$ cat config.mk
export PLATFORM = sky130hd
export DESIGN_NAME = hazard_stall_unit_flat
export DESIGN_NICKNAME = d
export VERILOG_FILES = /design/src/rtl/hazard_stall_unit_if.sv /design/src/rtl/hazard_stall_unit.sv /design/src/flat_wrapper.sv
export SDC_FILE = /design/constraint.sdc
export NUM_CORES = 1
export LEC_CHECK = 0
export CORE_MARGIN = 10
export CORE_UTILIZATION = 42
export DETAILED_ROUTE_END_ITERATION = 6
export HOLD_SLACK_MARGIN = 0.15
export PLACE_DENSITY = 0.79
export REMOVE_ABC_BUFFERS = 1
export SETUP_SLACK_MARGIN = 0.4
export SLEW_MARGIN = 20
export SYNTH_ARGS = -nofsm -noshare
export SYNTH_HDL_FRONTEND = slang
export SYNTH_SLANG_ARGS = --single-unit
$ cat constraint.sdc
create_clock -name clk -period 2.77 [get_ports clk]
set_input_delay 0.277 -clock clk [delete_from_list [all_inputs] [get_ports clk]]
set_output_delay 0.277 -clock clk [all_outputs]
set_load 0.03 [all_outputs]
$ cat src/rtl/hazard_stall_unit_if.sv
// rtl/hazard_stall_unit_if.sv - pipeline hazard query and stall control bundle
// master = pipeline side driving stage info, slave = hazard_stall_unit
interface hazard_stall_unit_if #(
    parameter int REG_W   = 5,
    parameter int NUM_SRC = 2,
    parameter int CNT_W   = 32
) ();
    logic                     ext_stall;
    logic                     flush;
    logic                     id_valid;
    logic [NUM_SRC*REG_W-1:0] id_src;
    logic [NUM_SRC-1:0]       id_src_use;
    logic                     id_is_branch;
    logic                     id_mdu_start;
    logic                     id_uses_hilo;
    logic                     ex_valid;
    logic                     ex_wr_en;
    logic                     ex_mem_read;
    logic [REG_W-1:0]         ex_rd;
    logic                     mem_valid;
    logic                     mem_wr_en;
    logic                     mem_mem_read;
    logic [REG_W-1:0]         mem_rd;
    logic                     PC_write;
    logic                     IF_ID_write;
    logic                     stall_info;
    logic                     mdu_busy;
    logic [2:0]               stall_cause;
    logic [CNT_W-1:0]         stall_cnt;

    modport master (
        output ext_stall, flush, id_valid, id_src, id_src_use, id_is_branch,
               id_mdu_start, id_uses_hilo, ex_valid, ex_wr_en, ex_mem_read, ex_rd,
               mem_valid, mem_wr_en, mem_mem_read, mem_rd,
        input  PC_write, IF_ID_write, stall_info, mdu_busy, stall_cause, stall_cnt
    );

    modport slave (
        input  ext_stall, flush, id_valid, id_src, id_src_use, id_is_branch,
               id_mdu_start, id_uses_hilo, ex_valid, ex_wr_en, ex_mem_read, ex_rd,
               mem_valid, mem_wr_en, mem_mem_read, mem_rd,
        output PC_write, IF_ID_write, stall_info, mdu_busy, stall_cause, stall_cnt
    );
endinterface

$ cat src/rtl/hazard_stall_unit.sv
// rtl/hazard_stall_unit.sv - load-use, branch-in-ID and MDU hazard detector with stall control
// Owns the MDU occupancy tracker and a saturating bubble-cycle counter.
module hazard_stall_unit #(
    parameter int REG_W        = 5,
    parameter int NUM_SRC      = 2,
    parameter int LOAD_LAT     = 2,
    parameter int MDU_LAT      = 32,
    parameter int BRANCH_IN_ID = 1,
    parameter int CNT_W        = 32
) (
    input logic                 clk,
    input logic                 rst,
    hazard_stall_unit_if.slave  bus
);
    localparam int MW = (MDU_LAT > 2) ? $clog2(MDU_LAT) : 1;

    typedef enum logic {
        IDLE = 1'b0,
        BUSY = 1'b1
    } mdu_state_t;

    mdu_state_t       state, state_nxt;
    logic [MW-1:0]    mdu_cnt, mdu_cnt_nxt;
    logic [CNT_W-1:0] stall_cnt;

    logic [NUM_SRC-1:0] m_ex;
    logic [NUM_SRC-1:0] m_mem;
    logic               load_ex, load_mem;
    logic               load_haz, branch_haz, mdu_haz;
    logic               mdu_busy;
    logic               hz;
    logic               mdu_accept;

    // Register 0 is hardwired, so it never creates a dependency.
    for (genvar k = 0; k < NUM_SRC; k++) begin : g_match
        logic [REG_W-1:0] src_k;
        assign src_k    = bus.id_src[k*REG_W +: REG_W];
        assign m_ex[k]  = bus.id_src_use[k] & bus.ex_valid & bus.ex_wr_en &
                          (bus.ex_rd == src_k) & (src_k != '0);
        assign m_mem[k] = bus.id_src_use[k] & bus.mem_valid & bus.mem_wr_en &
                          (bus.mem_rd == src_k) & (src_k != '0);
    end

    assign load_ex    = (|m_ex) & bus.ex_mem_read;
    assign load_mem   = (LOAD_LAT >= 2) ? ((|m_mem) & bus.mem_mem_read) : 1'b0;
    assign load_haz   = load_ex | load_mem;
    // A branch compares in ID, so even a plain ALU result still in EX is too late.
    assign branch_haz = (BRANCH_IN_ID != 0) ? (bus.id_is_branch & (|m_ex) & ~bus.ex_mem_read) : 1'b0;
    assign mdu_busy   = (state == BUSY);
    assign mdu_haz    = bus.id_uses_hilo & mdu_busy;

    assign hz = rst & bus.id_valid & ~bus.flush & ~bus.ext_stall &
                (load_haz | branch_haz | mdu_haz);

    assign mdu_accept = bus.id_mdu_start & bus.id_valid & ~hz & ~bus.flush & ~bus.ext_stall;

    always_comb begin
        bus.PC_write    = 1'b1;
        bus.IF_ID_write = 1'b1;
        bus.stall_info  = 1'b0;
        bus.stall_cause = 3'b000;
        if (hz) begin
            bus.PC_write    = 1'b0;
            bus.IF_ID_write = 1'b0;
            bus.stall_info  = 1'b1;
            if (load_haz)
                bus.stall_cause = 3'b001;
            else if (branch_haz)
                bus.stall_cause = 3'b010;
            else
                bus.stall_cause = 3'b100;
        end
    end

    always_ff @(posedge clk or negedge rst) begin
        if (!rst) begin
            state   <= IDLE;
            mdu_cnt <= '0;
        end else begin
            state   <= state_nxt;
            mdu_cnt <= mdu_cnt_nxt;
        end
    end

    // The MDU keeps counting through ext_stall and flush; only reset aborts it.
    always_comb begin
        state_nxt   = state;
        mdu_cnt_nxt = mdu_cnt;
        case (state)
            IDLE: begin
                if (mdu_accept) begin
                    state_nxt   = BUSY;
                    mdu_cnt_nxt = MW'(MDU_LAT - 1);
                end
            end
            BUSY: begin
                if (mdu_cnt == '0)
                    state_nxt = IDLE;
                else
                    mdu_cnt_nxt = mdu_cnt - MW'(1);
            end
            default: begin
                state_nxt   = IDLE;
                mdu_cnt_nxt = '0;
            end
        endcase
    end

    always_ff @(posedge clk or negedge rst) begin
        if (!rst)
            stall_cnt <= '0;
        else if (hz && (stall_cnt != {CNT_W{1'b1}}))
            stall_cnt <= stall_cnt + CNT_W'(1);
    end

    assign bus.mdu_busy  = mdu_busy;
    assign bus.stall_cnt = stall_cnt;
endmodule

$ cat src/flat_wrapper.sv
// flat-port wrapper written by rule: the top's interface ports become plain ports
module hazard_stall_unit_flat 
#(
    parameter int REG_W        = 5,
    parameter int NUM_SRC      = 2,
    parameter int LOAD_LAT     = 2,
    parameter int MDU_LAT      = 32,
    parameter int BRANCH_IN_ID = 1,
    parameter int CNT_W        = 32
)
  (clk, rst, bus_ext_stall, bus_flush, bus_id_valid, bus_id_src, bus_id_src_use, bus_id_is_branch, bus_id_mdu_start, bus_id_uses_hilo, bus_ex_valid, bus_ex_wr_en, bus_ex_mem_read, bus_ex_rd, bus_mem_valid, bus_mem_wr_en, bus_mem_mem_read, bus_mem_rd, bus_PC_write, bus_IF_ID_write, bus_stall_info, bus_mdu_busy, bus_stall_cause, bus_stall_cnt);
  hazard_stall_unit_if #(.REG_W(REG_W), .NUM_SRC(NUM_SRC), .CNT_W(CNT_W)) bus_i ();
  input logic clk;
  input logic rst;
  input wire logic [$bits(bus_i.ext_stall)-1:0] bus_ext_stall;
  input wire logic [$bits(bus_i.flush)-1:0] bus_flush;
  input wire logic [$bits(bus_i.id_valid)-1:0] bus_id_valid;
  input wire logic [$bits(bus_i.id_src)-1:0] bus_id_src;
  input wire logic [$bits(bus_i.id_src_use)-1:0] bus_id_src_use;
  input wire logic [$bits(bus_i.id_is_branch)-1:0] bus_id_is_branch;
  input wire logic [$bits(bus_i.id_mdu_start)-1:0] bus_id_mdu_start;
  input wire logic [$bits(bus_i.id_uses_hilo)-1:0] bus_id_uses_hilo;
  input wire logic [$bits(bus_i.ex_valid)-1:0] bus_ex_valid;
  input wire logic [$bits(bus_i.ex_wr_en)-1:0] bus_ex_wr_en;
  input wire logic [$bits(bus_i.ex_mem_read)-1:0] bus_ex_mem_read;
  input wire logic [$bits(bus_i.ex_rd)-1:0] bus_ex_rd;
  input wire logic [$bits(bus_i.mem_valid)-1:0] bus_mem_valid;
  input wire logic [$bits(bus_i.mem_wr_en)-1:0] bus_mem_wr_en;
  input wire logic [$bits(bus_i.mem_mem_read)-1:0] bus_mem_mem_read;
  input wire logic [$bits(bus_i.mem_rd)-1:0] bus_mem_rd;
  output wire logic [$bits(bus_i.PC_write)-1:0] bus_PC_write;
  output wire logic [$bits(bus_i.IF_ID_write)-1:0] bus_IF_ID_write;
  output wire logic [$bits(bus_i.stall_info)-1:0] bus_stall_info;
  output wire logic [$bits(bus_i.mdu_busy)-1:0] bus_mdu_busy;
  output wire logic [$bits(bus_i.stall_cause)-1:0] bus_stall_cause;
  output wire logic [$bits(bus_i.stall_cnt)-1:0] bus_stall_cnt;
  assign bus_i.ext_stall = bus_ext_stall;
  assign bus_i.flush = bus_flush;
  assign bus_i.id_valid = bus_id_valid;
  assign bus_i.id_src = bus_id_src;
  assign bus_i.id_src_use = bus_id_src_use;
  assign bus_i.id_is_branch = bus_id_is_branch;
  assign bus_i.id_mdu_start = bus_id_mdu_start;
  assign bus_i.id_uses_hilo = bus_id_uses_hilo;
  assign bus_i.ex_valid = bus_ex_valid;
  assign bus_i.ex_wr_en = bus_ex_wr_en;
  assign bus_i.ex_mem_read = bus_ex_mem_read;
  assign bus_i.ex_rd = bus_ex_rd;
  assign bus_i.mem_valid = bus_mem_valid;
  assign bus_i.mem_wr_en = bus_mem_wr_en;
  assign bus_i.mem_mem_read = bus_mem_mem_read;
  assign bus_i.mem_rd = bus_mem_rd;
  assign bus_PC_write = bus_i.PC_write;
  assign bus_IF_ID_write = bus_i.IF_ID_write;
  assign bus_stall_info = bus_i.stall_info;
  assign bus_mdu_busy = bus_i.mdu_busy;
  assign bus_stall_cause = bus_i.stall_cause;
  assign bus_stall_cnt = bus_i.stall_cnt;
  hazard_stall_unit #(.REG_W(REG_W), .NUM_SRC(NUM_SRC), .LOAD_LAT(LOAD_LAT), .MDU_LAT(MDU_LAT), .BRANCH_IN_ID(BRANCH_IN_ID), .CNT_W(CNT_W)) u_core (.clk(clk), .rst(rst), .bus(bus_i));
endmodule
# Word level (Yosys, flattened, before mapping)
# Cells that the tools add are included.
[classes] add_sub_neg=2 eq_ne=7 mux=11 bitwise_logic=37 n_reduce_logical=7
[op_table] operator="$add A32 B1 Y32 const B" count=1
[op_table] operator="$ne A32 B32 Y1 const B" count=1
[op_table] operator="$and A1 B1 Y1" count=29
[op_table] operator="$eq A5 B5 Y1" count=4
[op_table] operator="$mux W5" count=2
[op_table] operator="$pmux W5 S2" count=1
[op_table] operator="$reduce_bool A5 Y1" count=2
[op_table] operator="$mux W3" count=3
[op_table] operator="$logic_not A5 Y1" count=1
[op_table] operator="$not A1 Y1" count=5
[op_table] operator="$sub A5 B1 Y5 const B" count=1
[op_table] operator="$mux W1" count=4
[op_table] operator="$reduce_or A2 Y1" count=2
[op_table] operator="$or A1 B1 Y1" count=3
[op_table] operator="$ne A2 B1 Y1 const B" count=1
[op_table] operator="$ne A2 B2 Y1 const B" count=1
[op_table] operator="$pmux W1 S2" count=1
[op_table] operator="$reduce_and A2 Y1" count=1
[op_table] operator="$logic_and A1 B1 Y1" count=1
[totals] reg_bits=38 in_bits=36 output_inout_bits=39 word_cells=67

# Depth between registers and ports, before layout
# Gate-level depths: netlist (run 1).
[depth] word_depth=16 mapped_depth=10 mapped_depth_nobuf=9

# Least setup slack after synthesis (run 1)
# No wires, ideal clock.
[synth_path] kind="register to register" start="reg u_core.stall_cnt[3] (netlist: u_core.bus.stall_cnt[3])" end="reg u_core.stall_cnt[1] (netlist: u_core.bus.stall_cnt[1])" setup_time_ns=0.128 arrival_ns=2.272 required_ns=2.642 slack_ns=0.370 path_stages_with_launch=8 path_buffers=1 period_less_slack_ns=2.400 cell_sequence="dfrtp_1 nand4_2 nor4_2 and3_1 nand4_1 nand2_4 buf_6 mux2_1"
[synth_between] elab_chain_cells=2
[synth_rtl] item="start, declared" line_no="hazard_stall_unit.sv:24" rtl="logic [CNT_W-1:0] stall_cnt;"
[synth_rtl] item="start signal, assigned" line_no="hazard_stall_unit.sv:113" rtl="stall_cnt <= stall_cnt + CNT_W'(1);"
[synth_rtl] item="$ne A32 B32 Y1" line_no="hazard_stall_unit.sv:112" rtl="else if (hz && (stall_cnt != {CNT_W{1'b1}}))"
[synth_rtl] item="$logic_and A1 B1 Y1" line_no="hazard_stall_unit.sv:112"
# Every way passes these cells.
# A chain may end at the register's enable or synchronous reset.

# Final worst setup path (run 1)
[layout_path] start="in bus_id_src[1]" end="out bus_stall_cause[1]"
[layout_between] elab_chain_cells=10 elab_cells_between_ends=20 classes_between="eq/ne (2); mux (3); bitwise (12); reduce/logical (3)"
[layout_rtl] item="start, declared" line_no="flat_wrapper.sv:18" rtl="input wire logic [$bits(bus_i.id_src)-1:0] bus_id_src;"
[layout_rtl] item="$eq A5 B5 Y1 (on tied branches)" line_no="hazard_stall_unit.sv:39, hazard_stall_unit.sv:41"
[layout_rtl] item="$and A1 B1 Y1 (on tied branches)" line_no="hazard_stall_unit.sv:38, hazard_stall_unit.sv:40"
[layout_rtl] item="$and A1 B1 Y1 (on tied branches)" line_no="hazard_stall_unit.sv:39, hazard_stall_unit.sv:41"
[layout_rtl] item="$reduce_or A2 Y1 (on tied branches)" line_no="hazard_stall_unit.sv:44, hazard_stall_unit.sv:48, hazard_stall_unit.sv:45"
[layout_rtl] item="$and A1 B1 Y1 (on tied branches)" line_no="hazard_stall_unit.sv:44, hazard_stall_unit.sv:45, hazard_stall_unit.sv:48"
[layout_rtl] item="$or A1 B1 Y1 or $and A1 B1 Y1 (tied branches)" line_no="hazard_stall_unit.sv:46, hazard_stall_unit.sv:48"
[layout_rtl] item="$or A1 B1 Y1 (2 in a row)" line_no="hazard_stall_unit.sv:53" rtl="(load_haz | branch_haz | mdu_haz);"
[layout_rtl] item="$and A1 B1 Y1" line_no="hazard_stall_unit.sv:52" rtl="assign hz = rst & bus.id_valid & ~bus.flush & ~bus.ext_stall &"
[layout_rtl] item="$mux W3 *" line_no="hazard_stall_unit.sv:62" rtl="if (hz) begin"
[layout_rtl] item="end, declared" line_no="flat_wrapper.sv:35" rtl="output wire logic [$bits(bus_i.stall_cause)-1:0] bus_stall_cause;"
# Mark *: on every way between the ends. The rest lies on a longest branch, timed or not.

==> key figures, run 1 <==
Clocking
  – CTS Buffer Depth: 2
  – # clock sinks: 38
  – Root Buffer: clkbuf_8
  – Clk slew on worst S/H paths: 0.08 ns
  – Worst skew pair latency: around 0.30 ns
  – CTS tree: done
  – Total CTS buffers: 5
  – CTS H-tree depth: 2

Timing
  – Hold slack: around 0.5 ns
  – Slew HR: about three fifths
  – Fin crit period: between 2 and 2.5 ns
  – Fmax: about 0.44 GHz
  – Worst Clk Skew: between 0.009 and 0.01 ns
  – Total negative slack: 0 ns
  – Final setup violation count: 0
  – Final hold violation count: 0
  – RSZ-0062 raised after global routing: no
  – Final setup margin: 0.4725 ns
  – Tcrit/Tclk final: around 83%
  – Max-slew violation total from the final report: 0
  – Worst-margin pin slew: between 0.6 and 0.7 ns

Logic synthesis
  – Post-synth EDFFs: 0
  – Sequential element share of the synthesized area: about 42%
  – Yosys warnings: 0
  – Synthesized flop and latch total: 38
  – Yosys top cell area share: around 42%
  – Top FF cell, synth: dfrtp_1
  – Mapped Cells: ~220
  – Post-synth ARST share: 100.0%
  – List of most frequent post-synthesis cells: dfrtp_1 (38), xnor2_1 (36), nand2_1 (21)
  – Synth area leader: dfrtp_1
  – Synth area leaders: dfrtp_1 (42%), xnor2_1 (14%), xor2_1 (6.2%), nand4_1 (4.2%), nand3_1 (3.6%)
  – Syn_area_per_cell: 10.39 um2
  – Synth unique cells: between 40 and 50
  – Count leader, synth: dfrtp_1
  – Mapped cell area: approximately 2200 um2

Final layout
  – Final non-filler cell total: 385
  – Layout area overhead: 53.37%
  – Utilization after layout: 66.94%
  – Post-route cell area: ~3400 um2
  – Fill cells: 434
  – Nets: 353
  – N_diodes: 0
  – Share of layout cells above drive strength 1: 21.59%

Floorplan
  – Initial core utilization: 43.65%
  – Row count: 26
  – Die W: about 93 um
  – IO Count: 75
  – Die Y: between 90 and 100 um
  – Die ar.: approximately 8700 um2
  – Core region area: 5140 um2

Detailed routing
  – Routed len/inst: around 17 um
  – Routed WL: approximately 6600 um
  – Post-route ant nets: 0
  – DRT Pass-1 Iters: 4
  – Vias per Instance: ~5.4
  – Drc violations: 0
  – Vias: 2076
  – Initial DRC count: between 70 and 80

Place
  – Gp weighted congestion: 0.8400
  – Dpl hpwl: slightly above 5000 um
  – Placed Area: between 3000 and 4000 um2
  – Pre-CTS setup slack: -0.07878 ns
  – Placed Instances: about 370
  – PortBufs: 74

Global route
  – Pin count of the biggest net entering global routing: 39
  – GRT Overall Usage: between 10% and 20%
  – First-pass GRT wire length: 10420 um
  – Congestion Overflow GR: 0
  – Initial antenna violation count: 0
  – Vias in the first global route: approximately 2200

Hold path
  – HP Class: flip-flop to flip-flop

Power and ir drop
  – Tot Pwr: about 1.5 mW
  – Leak pwr: between 1.5 and 2 nW
  – Worst VDD drop: approximately 320 uV
  – Power per standard cell area: about 450 nW/um2

Setup path
  – CP required: 2.49 ns
  – Worst-path cell chain: clkdlybuf4s15_1, or4_4, o21ai_4, or4_1, o31a_2, buf_4, buf_4, o211a_1, buf_6
  – Reg2reg start: u_core.bus.stall_cnt[9]
  – Critical R2R Capture: u_core.bus.stall_cnt[20]
  – Setup crit end kind: output pin
  – R2R setup slack: between 0.5 and 0.6 ns
  – Worst Setup SP: bus_id_src[1]
  – CP dominant cell by count: buf_4
  – Launching element type of the critical path: input port
  – Slowest cell delay on critical path: between 0.5 and 0.6 ns
  – R2R cell count: 8
  – Critical path data arrival time: 2.02 ns
  – CP Max Fanout: 3
  – Setup crit end: bus_stall_cause[1]
  – Crit path max-delay cell type: or4_4
  – Critical path class: input port to output pin

Run
  – Max cap viols: 0

Outcome
  – Status: finished, final reports clean
==> worst max-delay path: cells and delay by family <==
| kind | cells | cell delay (ns) |
|---|---|---|
| and+or+nand+nor | 2 | 0.68 |
| buffers and inverters | 4 | 0.57 |
| AOI/OAI and AO/OA | 3 | 0.50 |
==> worst min-delay path by stage <==
stage / from / cells past startpoint / endpoint / slack (ns)
after floorplan: rst / 0 / u_core.bus.mdu_busy / -0.02
after global placement: rst / 2 / u_core.bus.stall_cnt[18] / 0.43
after detailed placement: rst / 2 / u_core.bus.stall_cnt[17] / 0.43
after CTS: u_core.bus.stall_cnt[10] / 1 / u_core.bus.stall_cnt[10] / 0.50
after global routing: u_core.bus.stall_cnt[10] / 1 / u_core.bus.stall_cnt[10] / 0.52
final: u_core.bus.stall_cnt[10] / 1 / u_core.bus.stall_cnt[10] / 0.50
==> timing repair <==
item / in CTS / in global routing
endpoints found under the setup margin: 35 / 29
hold endpoints to repair: 38 / 0
buffers inserted: 2 / 4
pin swaps: 8 / 20
cloned: 0 / 1
gates resized for setup: 23 / 34
hold buffers: 1 / 0
==> area by class of cell <==
class	count	area, um2	area share, %
timing repair buffer	95	942.2	27.38
inverter	7	31.28	0.9091
clock inverter	3	40.04	1.164
sequential	38	953.4	27.71
multi-input combinational	167	1318	38.29
tap	70	87.58	2.545
clock buffer	5	68.82	2.000
==> power breakdown <==
| group | total (mW) | switching (mW) | internal [mW] |
|---|---|---|---|
| Clock | 0.469 | 0.204 | 0.265 |
| Sequential | 0.675 | 0.0640 | 0.611 |
| Combinational | 0.390 | 0.195 | 0.195 |
| Total | 1.53 | 0.463 | 1.07 |
==> flip-flops by register name, indices dropped and copies added (netlist names) <==
register              cells
u_core.mdu_cnt            5
u_core.bus.stall_cnt     32
u_core.bus.mdu_busy       1
==> layer usage <==
metal	track usage [%]	vias up	part of all wire [%]
li1	-	965	-
met1	15.80	996	40
met2	24.59	99	47
met3	7.354	16	11
met4	5.784	0	2.2
met5	0	-	0
==> cell families (layout without fill, tap and decap cells) <==
family / Yosys count / count (layout) / share of synthesized area, %
AND/OR/NAND/NOR: 95 / 95 / 26.33
XOR/XNOR: 53 / 53 / 21.03
AO/OA/AOI/OAI: 15 / 15 / 5.355
flip-flops: 38 / 38 / 42.39
adder cells (fa/ha/maj): 3 / 3 / 1.673
buffers and inverters: 11 / 110 / 2.732
multiplexers: 1 / 1 / 0.5019
==> layout by cell type, fill, tap and decap left out, types with 5 or more instances in the layout <==
cell,count
and3_1,6
buf_4,18
buf_6,5
clkbuf_8,5
clkdlybuf4s15_1,5
clkdlybuf4s50_1,44
dfrtp_1,36
dlygate4sd2_1,6
dlymetal6s2s_1,9
inv_1,6
nand2_1,20
nand3_1,15
nand4_1,15
nor2_1,7
nor3_2,6
xnor2_1,36
xor2_1,16
No activity file was read; power rests on OpenSTA's default activity.
==> run 2, diff against run 1 <==
==> constraint.sdc (replaced) <==
create_clock -name clk -period 2.2 [get_ports clk]
set_input_delay 0.22 -clock clk [delete_from_list [all_inputs] [get_ports clk]]
set_output_delay 0.22 -clock clk [all_outputs]
set_load 0.03 [all_outputs]
==> key figures, run 2 (same netlist as run 1, synthesis figures left out) <==
Place
  – PortBufs: 74 (unchanged)
  – Placed Instances: 399 (was 369)
  – Gp weighted congestion: 0.8768 (was 0.8400)
  – Dpl hpwl: 5195 um (was 5059 um)

Global route
  – GRT Overall Usage: 17.92% (was 14.81%)
  – Vias in the first global route: 2553 (was 2207)
  – Congestion Overflow GR: 0 (unchanged)
  – First-pass GRT wire length: 12590 um (was 10420 um)
  – Initial antenna violation count: 0 (unchanged)
  – Pin count of the biggest net entering global routing: 39 (unchanged)

Final layout
  – Most flops, register: u_core.bus.stall_cnt (unchanged)
  – Layout area overhead: 81.15% (was 53.37%)
  – Commonest non-fill, non-tap cell in the layout: buf_4 (was clkdlybuf4s50_1)
  – Most frequent cells in the layout: buf_4 (51), clkdlybuf4s50_1 (42), dfrtp_1 (37) (was clkdlybuf4s50_1 (44), xnor2_1 (36), dfrtp_1 (36))
  – N_diodes: 0 (unchanged)
  – Nets: 404 (was 353)
  – Max reg flops: 32 (unchanged)
  – Final non-filler cell total: 435 (was 385)
  – Share of layout cells above drive strength 1: 43.56% (was 21.59%)
  – Utilization after layout: 79.07% (was 66.94%)

Timing
  – Tcrit/Tclk final: a little under 100%
  – Fin crit period: ~2.2 ns
  – Worst Clk Skew: 0.008365 ns (was 0.009162 ns)
  – Total negative slack: 0 ns (unchanged)
  – Hold slack: 0.5032 ns (was 0.4951 ns)
  – Worst-margin pin slew: 0.4924 ns (was 0.6198 ns)
  – RSZ-0062 raised after global routing: yes (was no)
  – Final setup violation count: 0 (unchanged)
  – Final hold violation count: 0 (unchanged)
  – Fmax: between 0.4 and 0.5 GHz
  – Max-slew violation total from the final report: 0 (unchanged)
  – Slew HR: 67.17% (was 58.58%)

Power and ir drop
  – Leak pwr: 2.003 nW (was 1.541 nW)
  – Tot Pwr: 1.921 mW (was 1.534 mW)
  – Power per standard cell area: 472.8 nW/um2 (was 445.9 nW/um2)
  – Worst VDD drop: 274.9 uV (was 322.1 uV)

Clocking
  – CTS H-tree depth: 2 (unchanged)
  – CTS tree: done (unchanged)
  – Root Buffer: clkbuf_8 (unchanged)
  – Clk slew on worst S/H paths: 0.07 ns (was 0.08 ns)
  – # clock sinks: 38 (unchanged)
  – Worst skew pair latency: 0.29 ns (was 0.30 ns)
  – CTS Buffer Depth: 2 (unchanged)
  – Total CTS buffers: 5 (unchanged)

Setup path
  – Launching element type of the critical path: input port (unchanged)
  – Critical path data arrival time: 1.94 ns (was 2.02 ns)
  – CP Max Fanout: 3 (unchanged)
  – Setup crit end kind: output pin (unchanged)
  – Critical path class: input port to output pin (unchanged)
  – Worst Setup SP: bus_id_src_use[1] (was bus_id_src[1])
  – CP required: 1.98 ns (was 2.49 ns)
  – Setup crit end: bus_PC_write (was bus_stall_cause[1])
  – Critical R2R Capture: u_core.bus.stall_cnt[21] (was u_core.bus.stall_cnt[20])
  – Reg2reg start: u_core.bus.stall_cnt[6] (was u_core.bus.stall_cnt[9])
  – R2R setup slack: 0.09 ns (was 0.56 ns)
  – R2R cell count: 10 (was 8)

Detailed routing
  – Drc violations: 0 (unchanged)
  – Post-route ant nets: 0 (unchanged)
  – Vias per Instance: 5.425 (was 5.392)
  – Vias: 2360 (was 2076)
  – DRT Pass-1 Iters: 4 (unchanged)
  – Routed WL: 8374 um (was 6641 um)
  – Initial DRC count: 108 (was 78)
  – Routed len/inst: 19.25 um (was 17.25 um)

Floorplan
  – IO Count: 75 (unchanged)
  – Die Y: 93.09 um (unchanged)
  – Row count: 26 (unchanged)
  – Initial core utilization: 43.65% (unchanged)
  – Die ar.: 8665 um2 (unchanged)
  – Die W: 93.09 um (unchanged)
  – Core region area: 5140 um2 (unchanged)

Outcome
  – Status: finished, final reports clean (unchanged)

Hold path
  – HP Class: flip-flop to flip-flop (unchanged)

Run
  – Max cap viols: 0 (unchanged)
## run 2: cell type report
type,count,area [um2]
flip-flops and latches,38,952.2
fillers,335,1076
repair buffers,146,1316
inverters,7,31.28
clock buffers,7,76.32
well taps,70,87.58
multi-input cells,167,1600
## run 2: how the worst min path moves through the flow
stage                                   from  slack (ns)                       end  depth (start not counted)
floorplan                                rst       -0.08       u_core.bus.mdu_busy                          0
global placement                         rst        0.37  u_core.bus.stall_cnt[17]                          2
detailed placement                       rst        0.38  u_core.bus.stall_cnt[17]                          2
CTS                 u_core.bus.stall_cnt[10]        0.51  u_core.bus.stall_cnt[10]                          1
global route        u_core.bus.stall_cnt[10]        0.52  u_core.bus.stall_cnt[10]                          1
finish              u_core.bus.stall_cnt[10]        0.50  u_core.bus.stall_cnt[10]                          1
## run 2: power breakdown
group	switching (mW)	internal [mW]	total (mW)
Clock	0.229	0.218	0.448
Sequential	0.0877	0.770	0.858
Combinational	0.289	0.327	0.616
Total	0.606	1.32	1.92
## run 2: worst max-delay path: stages
cell	delay (ns)
clkdlybuf4s50_1	0.52
o21ai_4	0.09
buf_4	0.14
o31a_4	0.35
a31o_4	0.26
buf_6	0.12
buf_6	0.11
buf_6	0.13
## run 2: repair_timing
item / 4_1_cts / 5_1_grt
pin swaps: 44 / 34
hold buffers: 1 / 0
setup buffers: 21 / 7
endpoints found under the hold margin: 38 / 0
resized for setup: 126 / 50
setup endpoints to repair: 44 / 45
## run 2: per-stage QoR
stage | instance area [um2] | setup slack [ns]
after detailed placement | 3369 | -0.5796
after global placement | 3369 | -0.4530
final | 4064 | 0.04445
after floorplan | 2213 | -0.1397
after global routing | 4064 | 0.02939
after CTS | 3855 | 0.06985
## run 2: metal layers
layer,up-vias,part of all wire [%],track usage [%]
met5,-,0,0
met4,0,2.7,6.684
met3,23,9.0,7.834
met2,128,52,31.78
met1,1144,36,18.23
li1,1065,-,-
